## config.mk

```make
export PLATFORM = sky130hd
export DESIGN_NAME = l2_request_arbiter
export DESIGN_NICKNAME = d
export VERILOG_FILES = /design/src/rtl/l2_cache_pkg.sv /design/src/rtl/l2_request_arbiter_rr.sv /design/src/rtl/l2_request_arbiter.sv
export SDC_FILE = /design/constraint.sdc
export NUM_CORES = 1
export LEC_CHECK = 0
export ABC_CLOCK_PERIOD_IN_PS = 6900
export BUFFER_PORTS_ARGS = -buffer_cell sky130_fd_sc_hd__buf_2
export CORE_ASPECT_RATIO = 1.2
export CORE_MARGIN = 2
export CORE_UTILIZATION = 35
export CTS_CLUSTER_SIZE = 16
export DETAILED_ROUTE_END_ITERATION = 12
export GPL_TIMING_DRIVEN = 0
export PLACE_DENSITY_LB_ADDON = 0.08
export SYNTH_ARGS = -nofsm -noshare
export SYNTH_HDL_FRONTEND = slang
export SYNTH_HIERARCHICAL = 1
export SYNTH_SLANG_ARGS = --single-unit
export TNS_END_PERCENT = 50
```

## constraint.sdc

```tcl
create_clock -name clk -period 6.9 [get_ports clk]
set_clock_uncertainty 0.15 [all_clocks]
set_input_delay 1.035 -clock clk [delete_from_list [all_inputs] [get_ports clk]]
set_output_delay 1.035 -clock clk [all_outputs]
set_load 0.05 [all_outputs]
```

## src/rtl/l2_cache_pkg.sv

```systemverilog
// Shared encodings for the L2 request arbiter: command codes, requester ids and FSM states.
package l2_cache_pkg;

  localparam int unsigned CMD_L1D_READ  = 0;
  localparam int unsigned CMD_L1D_WRITE = 1;
  localparam int unsigned CMD_L1I_FETCH = 2;
  localparam int unsigned CMD_SNP_INV   = 3;
  localparam int unsigned CMD_SNP_CLEAN = 4;
  localparam int unsigned CMD_SNP_SHARE = 5;
  localparam int unsigned CMD_SNP_FLUSH = 6;
  localparam int unsigned CMD_MNT_CLEAR = 8;
  localparam int unsigned CMD_MNT_PRINT = 9;

  localparam logic [1:0] SRC_L1D = 2'd0;
  localparam logic [1:0] SRC_L1I = 2'd1;
  localparam logic [1:0] SRC_SNP = 2'd2;
  localparam logic [1:0] SRC_MNT = 2'd3;

  typedef enum logic [1:0] {
    StIdle  = 2'd0,
    StIssue = 2'd1,
    StWait  = 2'd2
  } state_e;

endpackage

```

## src/rtl/l2_request_arbiter_rr.sv

```systemverilog
// Combinational winner select: MNT > SNP > L1 pair, with a starvation override lifting
// the L1 pair above SNP. The L1 pair is resolved by the round-robin pointer.
module l2_rr_arbiter
  import l2_cache_pkg::*;
(
  input  logic       l1d_valid,
  input  logic       l1i_valid,
  input  logic       snp_valid,
  input  logic       mnt_valid,
  input  logic       rr_ptr,      // 0 prefers L1D, 1 prefers L1I
  input  logic       starve,
  output logic       any_valid,
  output logic       l1_pending,
  output logic [1:0] winner
);

  logic [1:0] l1_winner;

  always_comb begin
    any_valid  = l1d_valid | l1i_valid | snp_valid | mnt_valid;
    l1_pending = l1d_valid | l1i_valid;

    if (l1d_valid && l1i_valid) begin
      l1_winner = rr_ptr ? SRC_L1I : SRC_L1D;
    end else begin
      l1_winner = l1i_valid ? SRC_L1I : SRC_L1D;
    end

    winner = SRC_L1D;
    if (mnt_valid) begin
      winner = SRC_MNT;
    end else if (starve && l1_pending) begin
      winner = l1_winner;
    end else if (snp_valid) begin
      winner = SRC_SNP;
    end else if (l1_pending) begin
      winner = l1_winner;
    end
  end

endmodule

```

## src/rtl/l2_request_arbiter.sv

```systemverilog
// L2 command-port scheduler: arbitrates L1D/L1I/snoop/maintenance requesters onto a single
// cache command interface with one operation in flight, dropping illegal command codes.
module l2_request_arbiter
  import l2_cache_pkg::*;
#(
  parameter int unsigned commandSize     = 8,
  parameter int unsigned instructionSize = 32,
  parameter int unsigned STARVE_LIMIT    = 4
) (
  input  logic                       clk,
  input  logic                       rst_n,
  input  logic                       l1d_valid,
  output logic                       l1d_ready,
  input  logic [commandSize-1:0]     l1d_command,
  input  logic [instructionSize-1:0] l1d_address,
  input  logic                       l1i_valid,
  output logic                       l1i_ready,
  input  logic [instructionSize-1:0] l1i_address,
  input  logic                       snp_valid,
  output logic                       snp_ready,
  input  logic [commandSize-1:0]     snp_command,
  input  logic [instructionSize-1:0] snp_address,
  input  logic                       mnt_valid,
  output logic                       mnt_ready,
  input  logic [commandSize-1:0]     mnt_command,
  output logic                       l2_valid,
  input  logic                       l2_ready,
  output logic [commandSize-1:0]     l2_command,
  output logic [instructionSize-1:0] l2_address,
  input  logic                       l2_done,
  output logic [1:0]                 grant_src,
  output logic                       busy,
  output logic                       illegal
);

  localparam int unsigned StarveW = $clog2(STARVE_LIMIT + 1);

  state_e                     state_q, state_d;
  logic [commandSize-1:0]     cmd_q, cmd_d;
  logic [instructionSize-1:0] addr_q, addr_d;
  logic [1:0]                 src_q, src_d;
  logic                       rr_q, rr_d;
  logic [StarveW-1:0]         starve_q, starve_d;
  logic                       illegal_q, illegal_d;

  logic                       any_valid, l1_pending, starve_hit, accept, cmd_legal, op_done;
  logic [1:0]                 winner;
  logic [commandSize-1:0]     sel_cmd;
  logic [instructionSize-1:0] sel_addr;

  assign starve_hit = (starve_q == StarveW'(STARVE_LIMIT));

  l2_rr_arbiter u_rr_arbiter (
    .l1d_valid  (l1d_valid),
    .l1i_valid  (l1i_valid),
    .snp_valid  (snp_valid),
    .mnt_valid  (mnt_valid),
    .rr_ptr     (rr_q),
    .starve     (starve_hit),
    .any_valid  (any_valid),
    .l1_pending (l1_pending),
    .winner     (winner)
  );

  // Readies are also held low while reset is asserted, not just from the state register.
  assign accept    = rst_n && (state_q == StIdle) && any_valid;
  assign l1d_ready = accept && (winner == SRC_L1D);
  assign l1i_ready = accept && (winner == SRC_L1I);
  assign snp_ready = accept && (winner == SRC_SNP);
  assign mnt_ready = accept && (winner == SRC_MNT);

  always_comb begin
    sel_cmd   = '0;
    sel_addr  = '0;
    cmd_legal = 1'b0;
    case (winner)
      SRC_L1D: begin
        sel_cmd   = l1d_command;
        sel_addr  = l1d_address;
        cmd_legal = (l1d_command == commandSize'(CMD_L1D_READ)) ||
                    (l1d_command == commandSize'(CMD_L1D_WRITE));
      end
      SRC_L1I: begin
        sel_cmd   = commandSize'(CMD_L1I_FETCH);
        sel_addr  = l1i_address;
        cmd_legal = 1'b1;
      end
      SRC_SNP: begin
        sel_cmd   = snp_command;
        sel_addr  = snp_address;
        cmd_legal = (snp_command >= commandSize'(CMD_SNP_INV)) &&
                    (snp_command <= commandSize'(CMD_SNP_FLUSH));
      end
      default: begin
        sel_cmd   = mnt_command;
        cmd_legal = (mnt_command == commandSize'(CMD_MNT_CLEAR)) ||
                    (mnt_command == commandSize'(CMD_MNT_PRINT));
      end
    endcase
  end

  always_comb begin
    state_d   = state_q;
    cmd_d     = cmd_q;
    addr_d    = addr_q;
    src_d     = src_q;
    rr_d      = rr_q;
    starve_d  = starve_q;
    illegal_d = 1'b0;
    op_done   = 1'b0;

    case (state_q)
      StIdle: begin
        if (accept) begin
          if (cmd_legal) begin
            state_d = StIssue;
            cmd_d   = sel_cmd;
            addr_d  = sel_addr;
            src_d   = winner;
            if ((winner == SRC_L1D) || (winner == SRC_L1I)) begin
              rr_d     = ~rr_q;
              starve_d = '0;
            end else if ((winner == SRC_SNP) && l1_pending && !starve_hit) begin
              starve_d = starve_q + StarveW'(1);
            end
          end else begin
            illegal_d = 1'b1;
          end
        end
      end
      StIssue: begin
        if (l2_ready) begin
          if (l2_done) begin
            state_d = StIdle;
            op_done = 1'b1;
          end else begin
            state_d = StWait;
          end
        end
      end
      StWait: begin
        if (l2_done) begin
          state_d = StIdle;
          op_done = 1'b1;
        end
      end
      default: state_d = StIdle;
    endcase

    // A completed clear restores arbitration fairness state to its reset values.
    if (op_done && (src_q == SRC_MNT) && (cmd_q == commandSize'(CMD_MNT_CLEAR))) begin
      rr_d     = 1'b0;
      starve_d = '0;
    end
  end

  always_ff @(posedge clk or negedge rst_n) begin
    if (!rst_n) begin
      state_q   <= StIdle;
      cmd_q     <= '0;
      addr_q    <= '0;
      src_q     <= SRC_L1D;
      rr_q      <= 1'b0;
      starve_q  <= '0;
      illegal_q <= 1'b0;
    end else begin
      state_q   <= state_d;
      cmd_q     <= cmd_d;
      addr_q    <= addr_d;
      src_q     <= src_d;
      rr_q      <= rr_d;
      starve_q  <= starve_d;
      illegal_q <= illegal_d;
    end
  end

  assign l2_valid   = (state_q == StIssue);
  assign busy       = (state_q != StIdle);
  assign l2_command = cmd_q;
  assign l2_address = addr_q;
  assign grant_src  = src_q;
  assign illegal    = illegal_q;

endmodule

```

Yosys cells after proc, flatten, opt, wreduce, memory -nomap -nowiden. Cells that the tools add are included.

Flip-flop bits (word level): 49. Input port bits: 128. Logic and storage cells: 92.

Add/sub/neg operators: 1. Order comparisons: 2. Eq/ne operators: 15. Mux-type cells: 33. Bitwise logic cells: 4. Reduce and logical (&&, ||, !) cells: 30.

Operator list (number): 32-bit case mux with 3 select lines (1); 8-bit by 4-bit == test with 1-bit output (second input constant) (3); 8-bit case mux with 3 select lines (1); 2-bit 2-to-1 mux (10); 3-bit 2-to-1 mux (6); 1-bit logical AND (13); 1-bit 2-to-1 mux (12); 4-bit AND reduction (3); 2-bit nonzero test (5); 2-bit == test (second input constant) (4); 8-bit by 1-bit == test with 1-bit output (second input constant) (1); 8-bit by 2-bit greater-or-equal comparator with 1-bit output (second input constant) (1); 8-bit by 3-bit less-or-equal comparator with 1-bit output (second input constant) (1); 8-bit logical NOT (1); 2-bit inequality test (second input constant) (3); 2-bit case mux with 3 select lines (1); 2-bit by 1-bit == test with 1-bit output (second input constant) (2); 2-bit logical NOT (2); 3-bit by 1-bit adder with 3-bit output (second input constant) (1); 3-bit == test (second input constant) (1); 1-bit logical OR (3); 1-bit bitwise OR (3); 1-bit case mux with 3 select lines (1); 3-bit AND reduction (1); other kinds (5) (5).

Depth between registers and ports, before layout. Gate-level depths: netlist (run 1).

Word-level depth: 15. Mapped depth: 13.

Hierarchy. Netlist (run 1), hierarchy kept.

Modules (own cells, without submodules): l2_request_arbiter (times used 1, cells an instance 321, area each 2781.4 um^2); l2_rr_arbiter (times used 1, cells an instance 7, area each 46.3 um^2).

Least setup slack after synthesis (run 1). Ideal clock, no wire load.

Path type: in2out. From: input l1d_valid. To: output l1d_ready. Arrival time: 2.884 ns. Data required time: 5.715 ns. Path slack: 2.831 ns. Stages on the path: 5. Cell sequence: nand2b_1 a31o_1 buf_1 buf_1 nor3_1.

Longest elaborated chain between the ends: 8. Elaborated cells between the ends (all ways): 13. Those cells by class: mux (5); bitwise (3); reduce/logical (5).

RTL lines: from (decl) (RTL line l2_request_arbiter.sv:12) `input logic l1d_valid,`; 1-bit logical AND (RTL line l2_request_arbiter_rr.sv:23) `if (l1d_valid && l1i_valid) begin`; 2-bit 2-to-1 mux (RTL line l2_request_arbiter_rr.sv:23); 2-bit 2-to-1 mux (RTL line l2_request_arbiter_rr.sv:36) `end else if (l1_pending) begin`; 2-bit 2-to-1 mux (RTL line l2_request_arbiter_rr.sv:34) `end else if (snp_valid) begin`; 2-bit 2-to-1 mux (*) (RTL line l2_request_arbiter_rr.sv:32) `end else if (starve && l1_pending) begin`; 2-bit 2-to-1 mux (*) (RTL line l2_request_arbiter_rr.sv:30) `if (mnt_valid) begin`; via winner[0] (RTL line l2_request_arbiter.sv:47) `logic [1:0] winner;`; 2-bit logical NOT (*) (RTL line l2_request_arbiter.sv:67) `assign l1d_ready = accept && (winner == SRC_L1D);`; 1-bit logical AND (*) (RTL line l2_request_arbiter.sv:67); to (decl) (RTL line l2_request_arbiter.sv:13) `output logic l1d_ready,`.

Mark *: on every way through the listed nets, which the timed path passes. The rest lies on a longest branch.

Final worst setup path (run 1).
From: input l1d_valid. To: output l1i_ready.

Longest elaborated chain between the ends: 8. Elaborated cells between the ends (all ways): 13. Those cells by class: eq/ne (1); mux (5); bitwise (3); reduce/logical (4).

RTL lines: 1-bit logical AND (RTL line l2_request_arbiter_rr.sv:23); 2-bit 2-to-1 mux (RTL line l2_request_arbiter_rr.sv:23); 2-bit 2-to-1 mux (RTL line l2_request_arbiter_rr.sv:36); 2-bit 2-to-1 mux (RTL line l2_request_arbiter_rr.sv:34); 2-bit 2-to-1 mux (*) (RTL line l2_request_arbiter_rr.sv:32); 2-bit 2-to-1 mux (*) (RTL line l2_request_arbiter_rr.sv:30); via winner[0] (RTL line l2_request_arbiter.sv:47); 2-bit by 1-bit == test with 1-bit output (*) (RTL line l2_request_arbiter.sv:68) `assign l1i_ready = accept && (winner == SRC_L1I);`; 1-bit logical AND (*) (RTL line l2_request_arbiter.sv:68); to (decl) (RTL line l2_request_arbiter.sv:17) `output logic l1i_ready,`.

Marks and branches as above.

==> run summary, run 1 <==
The run finished with clean final reports. The leakage power total was 2.15 nW; the number of antenna violations at the first check in global routing was 0. In this run, synthesis inferred 0 flip-flops with an integrated enable. Setup violations remaining at the end of the flow were counted as 0. The routed length per placed instance came out at 14.4 um.

Counting along the longest clock path gives a buffer depth of 2. The wire length of the first global-routing pass is 13,700 um, and the fmax is 242 MHz. The startpoint of the most critical hold path was l2_address[14]. Synthesis produced 328 cells. The die extent in y works out to 102 um. The critical path's slowest cell is sky130_fd_sc_hd__buf_1. Adding up every negative setup slack in the final design gives 0 ps.

Detailed placement finished with a half-perimeter wire length of 6890 um. After layout, the minimum clock period comes to 4130 ps. Of all flip-flops after synthesis, the portion carrying an async set or reset was 100%.

The logs give 0.159 mV for the worst vdd rail ir drop and 5710 ps for the worst path required time. Clock-pin slew was measured on the worst setup and hold paths at 80 ps. Once the clock tree was built, the setup fixing pass inserted 0 buffers.

The final layout contains routed wiring with a total length of 8660 um. Setup repair after global routing left no endpoint under its margin. The residual DRC count was 0. Across the run, the number of max-cap violations was 0. The setup path with the least slack is of type in2out. Compared with the post-synthesis result, the final layout area differs by 38.3%.

Walking the worst path, the cells encountered are buf_2, nand2b_1, a31o_1, buf_1, buf_1, and3_1, buf_2. Before antenna repair, the detailed router went through 4 iterations. Clock tree root driver cell: sky130_fd_sc_hd__clkbuf_8. The final count of pins violating max slew is 0.

Entering global routing, the biggest net connects 52 pins. After detailed routing, no signal wire sits above met4. Summing the sequential cell areas from Yosys gives 43.4% of the chip area.

The logs give 0.815 for the weighted congestion reported at the end of routability-driven placement and 0 for the post-detailed-route count of antenna-violating nets. The die boundary width was 86.1 um; the wire length on met3 was 489 um. The logs give 326 ps for the worst hold slack after final layout and 2 for the depth of the CTS H-tree. The number of buffers inserted for hold repair after clock tree synthesis came out at 0. The routed design uses 4340 um of met2 wire.

Summing over every cut layer, the via total after detailed routing is 2,947. Synthesis produced a netlist with a net count of 461. Together, buffers and inverters on the worst path number 4. The run gives 0 as the final antenna diode count. For this block, the initial DRC count from the detailed router was 93. The class of the tightest hold or removal check is reg2reg.

STA classifies the critical path startpoint as an input pin. The library cells used most frequently in the layout, excluding fill and tap cells, are sky130_fd_sc_hd__buf_2, sky130_fd_sc_hd__dfrtp_1, sky130_fd_sc_hd__nor2_1, sky130_fd_sc_hd__o21ai_0. For the pin with the worst max-slew slack, the measured transition is 1100 ps. Once the clock tree was built, the resizer swapped 0 gates to a different size.

The final design area excluding fillers is 3910 sq um. In the final layout, the share of cells above drive strength 1 is 38.2%. The biggest fanout along the worst timing path is 10, and the post-synthesis cell area is 2830 sq um.

The run gives 0 as the leftover overflow at the end of global routing. The worst pin sits at a relative slew slack of 26.5%. The port buffer count is 176. Capturing element type of the critical path: an output port. For this design the ratio of total power to cell area is 389 nW/um^2. The worst path uses 59.9% of the clock period. Once the floorplan was initialized, standard cells occupied 36.5% of the core. The number of global-route vias before repair came out at 2,883. The detailed router put a total of 3730 um of wire on met1.

The most used flip-flop cell after synthesis was sky130_fd_sc_hd__dfrtp_1. CTS saw 49 sinks. For the final hold violation count, the log shows 0.

Dividing the detail-routed via count by the number of cells gives 4.89. In this run the critical register-to-register path is launched from starve_q[0]. The number of top-level design ports is 177, and the placeable core area is 7750 sq um. The family with the most delay on the worst path was buffers and inverters.

For the number of inserted filler cells in the final layout, the log shows 811. The run gives 35 as the count of standard-cell rows. The total die area came out at 8820 sq um. The clock insertion delay at the later pin of the skew report was 290 ps.

The mean instance size in the synthesized netlist was 8.62 sq um. In this run the worst setup path begins at l1d_valid. The number of buffers created by CTS came out at 5. At the worst endpoint, the arrival time is 2950 ps. At the end of the flow, the number of nets in the layout was 644. TritonCTS built the clock tree. Warning count from the yosys run: 6. The library cell used most frequently in the layout, excluding fill and tap cells, is sky130_fd_sc_hd__buf_2. In this design, the stage delay of the slowest critical-path cell is 520 ps.

The synthesized netlist contains 40 unique library cells. The total global routing track utilization was 19.8%; the count of state elements after synthesis was 49. Once placement finished, the instance area stood at 3820 sq um.
[layer usage]
layer / up-vias / GRT usage (%)
li1: 1498 / -
met1: 1344 / 24.7
met2: 95 / 34.5
met3: 10 / 4.28
met4: 0 / 5.25
met5: - / 0
[cell type report]
| class | count | area [sq um] | share of cell area (%) |
|---|---|---|---|
| repair buffers | 176 | 881 | 22.5 |
| flip-flops and latches | 49 | 1230 | 31.4 |
| well taps | 92 | 115 | 2.94 |
| plain buffers | 21 | 96.3 | 2.46 |
| clock buffers | 7 | 86.3 | 2.21 |
| multi-input cells | 250 | 1480 | 37.7 |
| inverters | 8 | 30.0 | 0.768 |
[synthesized netlist by cell type (2+ instances only)]
cell type / number / area, sq um
sky130_fd_sc_hd__or3_1: 2 / 12.5
sky130_fd_sc_hd__buf_1: 2 / 7.51
sky130_fd_sc_hd__nand2_1: 40 / 150
sky130_fd_sc_hd__a21oi_1: 40 / 200
sky130_fd_sc_hd__clkbuf_1: 12 / 45.0
sky130_fd_sc_hd__nor3_1: 2 / 10.0
sky130_fd_sc_hd__nand3_1: 4 / 20.0
sky130_fd_sc_hd__o21ai_0: 41 / 205
sky130_fd_sc_hd__dfrtp_1: 49 / 1230
sky130_fd_sc_hd__buf_2: 5 / 25.0
sky130_fd_sc_hd__mux2i_1: 38 / 380
sky130_fd_sc_hd__nor2_1: 43 / 161
sky130_fd_sc_hd__ha_1: 5 / 62.6
sky130_fd_sc_hd__nor4_1: 4 / 25.0
sky130_fd_sc_hd__and2_1: 5 / 31.3
sky130_fd_sc_hd__nand2b_1: 3 / 18.8
sky130_fd_sc_hd__or4b_2: 2 / 20.0
sky130_fd_sc_hd__inv_1: 7 / 26.3
sky130_fd_sc_hd__and3_1: 3 / 18.8
[cells by family (layout without fill, tap and decap cells)]
group	Yosys count	after routing	synth area share, %
flops	49	49	43.4
xor+xnor	2	2	0.620
buf+inv	29	212	4.47
mux	39	39	14.0
simple gates	115	115	18.6
compound gates	89	89	16.7
fa+ha+maj	5	5	2.21
[per-stage QoR]
stage	total power, W	instances	util (%)	setup slack [ps]
floorplan	0.00112	328	-	2830
global placement	0.00135	596	49.3	2780
detailed placement	0.00137	596	49.3	2760
CTS	0.00154	603	50.4	2750
global route	0.00162	603	50.4	2580
finish	0.00152	603	50.4	2770
[registers in the layout (all words and copies together) (netlist names)]
name / flops
grant_src: 2
rr_q: 1
illegal: 1
l2_command: 8
starve_q: 3
state_q: 2
l2_address: 32
[where the power goes]
group          total (W)  internal (W)  switching, W
combinational   0.000890      0.000239      0.000651
sequential      0.000462      0.000398     0.0000642
clock           0.000167     0.0000796     0.0000876
[final timing paths]
| kind | to | slack (ps) | depth (start not counted) |
|---|---|---|---|
| worst max-delay path | l1i_ready | 2770 | 7 |
| worst min-delay path | l2_address[14] | 330 | 2 |
| worst max register to register | l2_command[3] | 3690 | 12 |
| worst min register to register | l2_address[14] | 330 | 2 |
| max in group asynchronous | l2_address[10] | 5130 | 1 |
| min in group asynchronous | state_q[1] | 790 | 1 |
[worst register-to-register path, delay by kind of cell (launching register included)]
| kind | cells | cell delay (ps) |
|---|---|---|
| AOI/OAI and AO/OA | 3 | 570 |
| adders and majority gates | 1 | 180 |
| buffers and inverters | 2 | 350 |
| DFF | 1 | 380 |
| and+or+nand+nor | 6 | 1460 |
(Power assumes the default switching activity.)
==> run 2, diff against run 1 <==
- ABC_CLOCK_PERIOD_IN_PS: 6900 -> 3500
- clock period: 6.9 -> 3.5 ns (I/O delays scaled with it)
==> run 2 against run 1 <==
Critical path depth is 5 higher. Sequential power up 97%. Flip-flop and latch count unchanged. Global-route usage unchanged. Die area is the same. Routed wire length stayed put. Largest power group unchanged. Worst setup slack lost 2500 ps. Worst hold slack lost 44 ps.
==> run summary, run 2 (synthesis results as in run 1) <==
The flow ran to the end, and the final reports show no timing, DRC or antenna violations. The tools report the residual DRC count as 0 (unchanged). The initial core utilization is 36.5% (unchanged), and the transition time of the tightest slew-check pin is 1100 ps (about the same).

The number of sinks handled by clock tree synthesis was 49 (unchanged); the port buffer count was 176 (unchanged). TritonCTS built the clock tree. For the number of top-level design ports, the log shows 177 (unchanged). The average via count per standard cell was 4.89 (about the same); the max-cap check violation count was 0 (unchanged).

The clock edge transition at the registers on the reported setup and hold paths works out to 80 ps (about the same). The clock tree root driver cell was sky130_fd_sc_hd__clkbuf_8 (unchanged). The leftover overflow at the end of global routing was 0 (unchanged). The biggest fanout along the worst timing path is 10 (unchanged), and the net switching fraction of the power is 52.8% (about the same).

For the number of antenna violations at the first check in global routing, the log shows 0 (unchanged). Path type of the worst setup path: reg2reg (was in2out). The run gives 6890 um (unchanged) as the total half-perimeter wirelength after legalization and detailed placement.

The run gives 26.5% (about the same) as the worst-case headroom to the max-slew limit. The tools report the arrival time of the worst setup path as 3230 ps (was 2950 ps). Leading cell types in the layout, fill and taps excluded: sky130_fd_sc_hd__buf_2, sky130_fd_sc_hd__dfrtp_1, sky130_fd_sc_hd__nor2_1, sky130_fd_sc_hd__o21ai_0 (unchanged). The run gives 0 (unchanged) as the number of buffers inserted for hold repair after clock tree synthesis. The net switching component of the power was 0.00158 W (was 0.000802 W). The number of global-route vias before repair is 2,883 (unchanged), and the final number of setup-violating endpoints is 0 (unchanged). The critical path's slowest cell was sky130_fd_sc_hd__or4_1 (was sky130_fd_sc_hd__buf_1).

The total global routing track utilization was 19.8% (unchanged); the routed length per placed instance was 14.4 um (unchanged). For the DRC violation total after the first TritonRoute iteration, the log shows 92 (was 93). Share of final-layout standard cells stronger than drive strength 1: 38.6% (was 38.2%). The clock network fraction of design power was 11.0% (about the same); the part of the total power dissipated in combinational logic was 58.6% (about the same). The number of buffers created by CTS was 5 (unchanged); the number of nets in the finished design was 644 (unchanged).

The total negative setup slack is 0 ps (unchanged). The relative area change from synthesis to final layout was 38.4% (was 38.3%). Setup repair after global routing left no endpoint under its margin. The flip-flop count of the largest register, all copies and words added was 32 (unchanged).

The leakage power total was 2.16 nW (was 2.15 nW); the weighted congestion reported at the end of routability-driven placement was 0.815 (unchanged). The logs give 50.5% (was 50.4%) for the utilization of the core after routing and 2 (unchanged) for the depth of the CTS H-tree. The clock insertion delay at the later pin of the skew report was 290 ps (about the same).

Final count of pins violating max slew: 0 (unchanged). The capturing element type of the critical path is a flip-flop (was an output port). The logs give 0 (unchanged) for the total setup buffers inserted after CTS and 311 MHz for the fmax.

The critical path's largest stage delay was 520 ps (about the same); the worst path required time was 3520 ps (was 5710 ps). The logs give 2,948 (was 2,947) for the via count and 8820 sq um (unchanged) for the total die area. The total iterations of the first detailed-routing run is 4 (unchanged), and the final hold violation count is 0 (unchanged). The logs give 596 (unchanged) for the placed cell count and 0 (unchanged) for the post-detailed-route count of antenna-violating nets. Maximum count of clock buffers along a single path: 2 (unchanged). Die boundary width: 86.1 um (unchanged). The count of placed standard cells in the final layout, fillers left out came out at 603 (unchanged). The die extent in y is 102 um (unchanged). The wire length of the first global-routing pass is 13,700 um (unchanged). The part of the total power dissipated in sequential elements came out at 30.4% (about the same). The tools report the worst hold slack after final layout as 282 ps (was 326 ps).

The worst vdd rail ir drop came out at 0.313 mV (was 0.159 mV). The largest net degree at the start of global routing was 52 (unchanged); the internal power contribution was 0.00141 W (was 0.000717 W). Ordered list of cells on the worst path: inv_1, ha_1, and2_1, nand2b_1, a31o_1, or4_1, nor4_1, a221o_2, nand2_4, clkbuf_1, nand2_1, o21ai_0 (was buf_2, nand2b_1, a31o_1, buf_1, buf_1, and3_1, buf_2). Final antenna diode count: 0 (unchanged). Dividing the final minimum period by the clock period gives 91.8%. Class of the tightest hold or removal check: in2async (was reg2reg).

The wire length after detailed routing is 8660 um (unchanged), and the count of standard-cell rows is 35 (unchanged). The final critical delay including setup and external delays came out at 3210 ps. The placeable core area was 7750 sq um (unchanged).

The most common cell after layout, fill and taps aside is sky130_fd_sc_hd__buf_2 (unchanged). The launching element type of the critical path was a flip-flop (was an input pin). The number of inserted filler cells in the final layout was 809 (was 811); the power density normalized to cell area was 766 nW/um^2 (was 389 nW/um^2).
run 2: cell count changes in the layout (fill, tap and decap cells not counted):
cell,before,now
sky130_fd_sc_hd__buf_1,2,0
sky130_fd_sc_hd__buf_2,181,182
sky130_fd_sc_hd__clkbuf_2,0,1
run 2: final cells by class:
type	instances	area (sq um)	area share (%)
clock buffer	7	86.3	2.21
sequential	49	1230	31.3
inverter	8	30.0	0.768
timing repair buffer	176	881	22.5
tap	92	115	2.94
buffer	21	98.8	2.53
multi-input combinational	250	1480	37.7
run 2: repair_timing:
item / in CTS / in global routing
endpoints found under the setup margin: 2 / 2
gates resized for setup: 1 / 1
pin swaps: 0 / 0
run 2: critical path: cells and delay by family (launching register included):
family                     cells  cell delay (ps)
AOI/OAI and AO/OA              3              570
buffers and inverters          2              350
and+or+nand+nor                6             1460
DFF                            1              380
adders and majority gates      1              180
run 2: power groups by stage:
| stage | Combinational (W) | Sequential (W) | Clock (W) |
|---|---|---|---|
| 2_1_floorplan | 0.000622 | 0.00159 | 0 |
| 3_3_place_gp | 0.00175 | 0.000909 | 0 |
| 3_5_place_dp | 0.00177 | 0.000920 | 0 |
| 4_1_cts | 0.00178 | 0.000912 | 0.000346 |
| 5_1_grt | 0.00190 | 0.000942 | 0.000365 |
| 6_report | 0.00176 | 0.000911 | 0.000330 |
run 2: through the flow:
stage	setup slack, ps	area, sq um	total power (W)
3_3_place_gp	264	3820	0.00266
4_1_cts	74.4	3910	0.00303
3_5_place_dp	215	3820	0.00269
5_1_grt	2.92	3910	0.00320
2_1_floorplan	191	2830	0.00221
6_report	287	3910	0.00300
run 2: worst paths after layout:
path                           startpoint             end  slack (ps)  cells past startpoint
max                           starve_q[0]   l2_command[3]         290                     12
max in group asynchronous           rst_n  l2_address[10]        2240                      1
min                                 rst_n      state_q[1]         280                      1
min reg2reg                l2_address[14]  l2_address[14]         330                      2
max reg2reg                   starve_q[0]   l2_command[3]         290                     12
min in group clk           l2_address[14]  l2_address[14]         330                      2
run 2: layer usage:
| metal | track usage [%] | vias up | wire length (um) |
|---|---|---|---|
| met1 | 24.7 | 1343 | 3720 |
| met5 | 0 | - | 0 |
| li1 | - | 1498 | - |
| met2 | 34.5 | 97 | 4340 |
| met4 | 5.25 | 0 | 102 |
| met3 | 4.28 | 10 | 497 |
==> run 3, diff against run 2 <==
- ABC_AREA: not set -> 1
- CAP_MARGIN: not set -> 0
==> run 3 against run 2 <==
Design area increased by 5.5%. Critical path depth shrank 8. Global-route usage grew 0.64 points. Register-to-register slack gained 450 ps. Synthesized area rose by 5.9%. Clock power up 16%. Critical path type is now in2out.
==> run summary, run 3 <==
The routed length per placed instance works out to 12.4 um (was 14.4 um). The tools report the launching element type of the critical path as an input pin (was a flip-flop). The biggest fanout along the worst timing path was 50 (was 10); the count of placed standard cells in the final layout, fillers left out was 760 (was 603). Synth cell count leaders: sky130_fd_sc_hd__nand2_1, sky130_fd_sc_hd__nand3_1, sky130_fd_sc_hd__dfrtp_1 (was sky130_fd_sc_hd__dfrtp_1, sky130_fd_sc_hd__nor2_1, sky130_fd_sc_hd__o21ai_0). The number of global-route vias before repair was 3,368 (was 2,883); the total global routing track utilization was 20.4% (was 19.8%). The class of the tightest hold or removal check is in2async (unchanged). The final antenna diode count came out at 0 (unchanged). The tools report the placeable core area as 8200 sq um (was 7750 sq um). Setup repair after global routing left no endpoint under its margin.

The total negative setup slack came out at 0 ps (unchanged). Post-detailed-route count of antenna-violating nets: 0 (unchanged). Port buffer count: 176 (unchanged). The cell type with the largest total area after synthesis was sky130_fd_sc_hd__dfrtp_1 (unchanged). The fmax is 355 MHz (was 311 MHz). For the post-synthesis cell area, the log shows 3000 sq um (was 2830 sq um).

The flip-flop count of the largest register, all copies and words added works out to 32 (unchanged). Clock tree root driver cell: sky130_fd_sc_hd__clkbuf_8 (unchanged). The gate count of the mapped netlist was 462 (was 328); the worst reg-to-reg path cell count was 14 (was 12). The die boundary width was 88.5 um (was 86.1 um). The count of state elements after synthesis is 49 (unchanged), and the final number of setup-violating endpoints is 0 (unchanged). The number of inserted filler cells in the final layout came out at 900 (was 809).

Leading cell types in the layout, fill and taps excluded: sky130_fd_sc_hd__nand2_1, sky130_fd_sc_hd__buf_2, sky130_fd_sc_hd__nand3_1, sky130_fd_sc_hd__dfrtp_1, sky130_fd_sc_hd__nor2_1 (was sky130_fd_sc_hd__buf_2, sky130_fd_sc_hd__dfrtp_1, sky130_fd_sc_hd__nor2_1, sky130_fd_sc_hd__o21ai_0). The total half-perimeter wirelength after legalization and detailed placement is 7490 um (was 6890 um), and the clock edge transition at the registers on the reported setup and hold paths is 90 ps (was 80 ps). The tools report the total die area as 9320 sq um (was 8820 sq um).

Leakage power total: 2.47 nW (was 2.16 nW). The run gives 15,200 um (was 13,700 um) as the wire length of the first global-routing pass. The most repeated cell in the gate-level netlist after synthesis is sky130_fd_sc_hd__nand2_1 (was sky130_fd_sc_hd__dfrtp_1).

The share of flip-flops with an asynchronous set or reset is 100% (unchanged). The power density normalized to cell area came out at 708 nW/um^2 (was 766 nW/um^2). The transition time of the tightest slew-check pin was 693 ps (was 1100 ps). Most common cell after layout, fill and taps aside: sky130_fd_sc_hd__nand2_1 (was sky130_fd_sc_hd__buf_2). The via count is 3,538 (was 2,948), and the distinct cell type count after synthesis is 26 (was 40). The residual DRC count was 0 (unchanged). The final count of pins violating max slew came out at 0 (unchanged).

The number of enable flip-flop cells after synthesis was 0 (unchanged); the die extent in y was 105 um (was 102 um). The placed cell count came out at 752 (was 596). Worst vdd rail ir drop: 0.383 mV (was 0.313 mV). The fraction of synthesized cell area taken by the top area cell type works out to 40.9% (was 43.4%). The worst-case headroom to the max-slew limit was 53.8% (was 26.5%); the overall power of the completed layout was 0.00292 W (was 0.00300 W).

The max-cap check violation count is 0 (unchanged), and the leftover overflow at the end of global routing is 0 (unchanged). The mean instance size in the synthesized netlist was 6.48 sq um (was 8.62 sq um); the largest net degree at the start of global routing was 51 (was 52). The initial core utilization was 36.5% (about the same); the final worst-path cycle share was 80.4% (was 91.8%).

The run gives 36 (was 35) as the count of standard-cell rows. The run gives 119 (was 92) as the DRC violation total after the first TritonRoute iteration. Top cells by area in the synthesized netlist: sky130_fd_sc_hd__dfrtp_1, sky130_fd_sc_hd__nand2_1, sky130_fd_sc_hd__nand3_1, sky130_fd_sc_hd__nor2_1, sky130_fd_sc_hd__inv_1 (was sky130_fd_sc_hd__dfrtp_1, sky130_fd_sc_hd__mux2i_1, sky130_fd_sc_hd__o21ai_0, sky130_fd_sc_hd__a21oi_1, sky130_fd_sc_hd__nor2_1). Number of sinks handled by clock tree synthesis: 49 (unchanged).

For the number of antenna violations at the first check in global routing, the log shows 0 (unchanged). The tools report the wire length after detailed routing as 9440 um (was 8660 um). The capturing element type of the critical path is an output port (was a flip-flop). The logs give 4 (unchanged) for the total iterations of the first detailed-routing run and 195 ps (was 215 ps) for the worst setup timing slack at the placement stage. The run gives 0 (unchanged) as the final hold violation count.

The final critical delay including setup and external delays is 2810 ps (was 3210 ps). The most used flip-flop cell after synthesis was sky130_fd_sc_hd__dfrtp_1 (unchanged). The run gives 2 (unchanged) as the depth of the CTS H-tree.

TritonCTS built the clock tree. The final worst setup slack was 687 ps (was 287 ps). The run gives 2 (unchanged) as the maximum count of clock buffers along a single path. The logs give 2820 ps (was 3520 ps) for the worst path required time and 300 ps (was 290 ps) for the clock insertion delay at the later pin of the skew report. The relative area change from synthesis to final layout is 37.8% (was 38.4%), and the share of final-layout standard cells stronger than drive strength 1 is 31.0% (was 38.6%).

The logs give 177 (unchanged) for the number of top-level design ports and 0 (unchanged) for the number of buffers inserted for hold repair after clock tree synthesis. The logs give 2140 ps (was 3230 ps) for the arrival time of the worst setup path and 40.9% (was 43.4%) for the share of the yosys chip area belonging to registers. The run gives 5 (unchanged) as the number of buffers created by CTS.

The weighted congestion reported at the end of routability-driven placement was 0.834 (was 0.815). The net count of the mapped netlist is 595 (was 461), and the total setup buffers inserted after CTS is 0 (unchanged). The run finished with clean final reports. The average via count per standard cell was 4.66 (was 4.89). The warning count from the yosys run is 6 (unchanged). The path type of the worst setup path is in2out (was reg2reg).

The post-cts sizing count is 0 (was 1), and the number of nets in the finished design is 778 (was 644).
[run 3: layout make-up]
cell class / count / area, sq um / share of cell area (%)
buffer: 17 / 90.1 / 2.18
clock buffer: 7 / 96.3 / 2.33
clock inverter: 1 / 8.76 / 0.212
inverter: 30 / 113 / 2.73
multi-input combinational: 366 / 1570 / 38.0
sequential: 49 / 1230 / 29.7
tap: 114 / 143 / 3.46
timing repair buffer: 176 / 883 / 21.4
[run 3: stage by stage]
stage | area (sq um) | utilization, % | hold slack, ps
global placement | 4020 | 49.0 | 307
finish | 4130 | 50.3 | 133
CTS | 4120 | 50.3 | 334
detailed placement | 4020 | 49.0 | 310
global route | 4130 | 50.3 | 188
floorplan | 3000 | - | 79.4
[run 3: power breakdown]
group	internal [W]	switching [W]
clock network	0.000183	0.000200
logic	0.000394	0.00121
registers	0.000786	0.000150
[run 3: logic make-up (layout without fill, tap and decap cells)]
logic type               count (synthesis)  after routing  share of synthesized area [%]
flip-flops                              49             49                           40.9
buffers and inverters                   47            231                           6.77
adder cells (fa/ha/maj)                  5              5                           2.09
AND/OR/NAND/NOR                        341            341                           45.9
AO/OA/AOI/OAI                           20             20                           4.34
[run 3: path summary, 6_finish.rpt]
check                                from             end  slack (ps)
max                                 rst_n       l1i_ready         690
min                                 rst_n     starve_q[2]         130
max reg2reg                   starve_q[0]  l2_address[14]         740
min reg2reg                l2_address[15]  l2_address[15]         330
max in group asynchronous           rst_n  l2_address[15]        2610
min in group clk           l2_address[15]  l2_address[15]         330
[run 3: routing by layer]
| metal | track usage, % | share of wire [%] | up-vias |
|---|---|---|---|
| met5 | 0 | 0 | - |
| met4 | 4.33 | 1.1 | 0 |
| met3 | 5.17 | 7.2 | 9 |
| met2 | 34.7 | 49 | 124 |
| met1 | 25.8 | 43 | 1600 |
| li1 | - | - | 1805 |
[run 3: worst max-delay path, cell delays in order]
cell	delay (ps)
sky130_fd_sc_hd__clkbuf_4	560
sky130_fd_sc_hd__nand3_1	470
sky130_fd_sc_hd__nor3_1	260
sky130_fd_sc_hd__buf_2	300
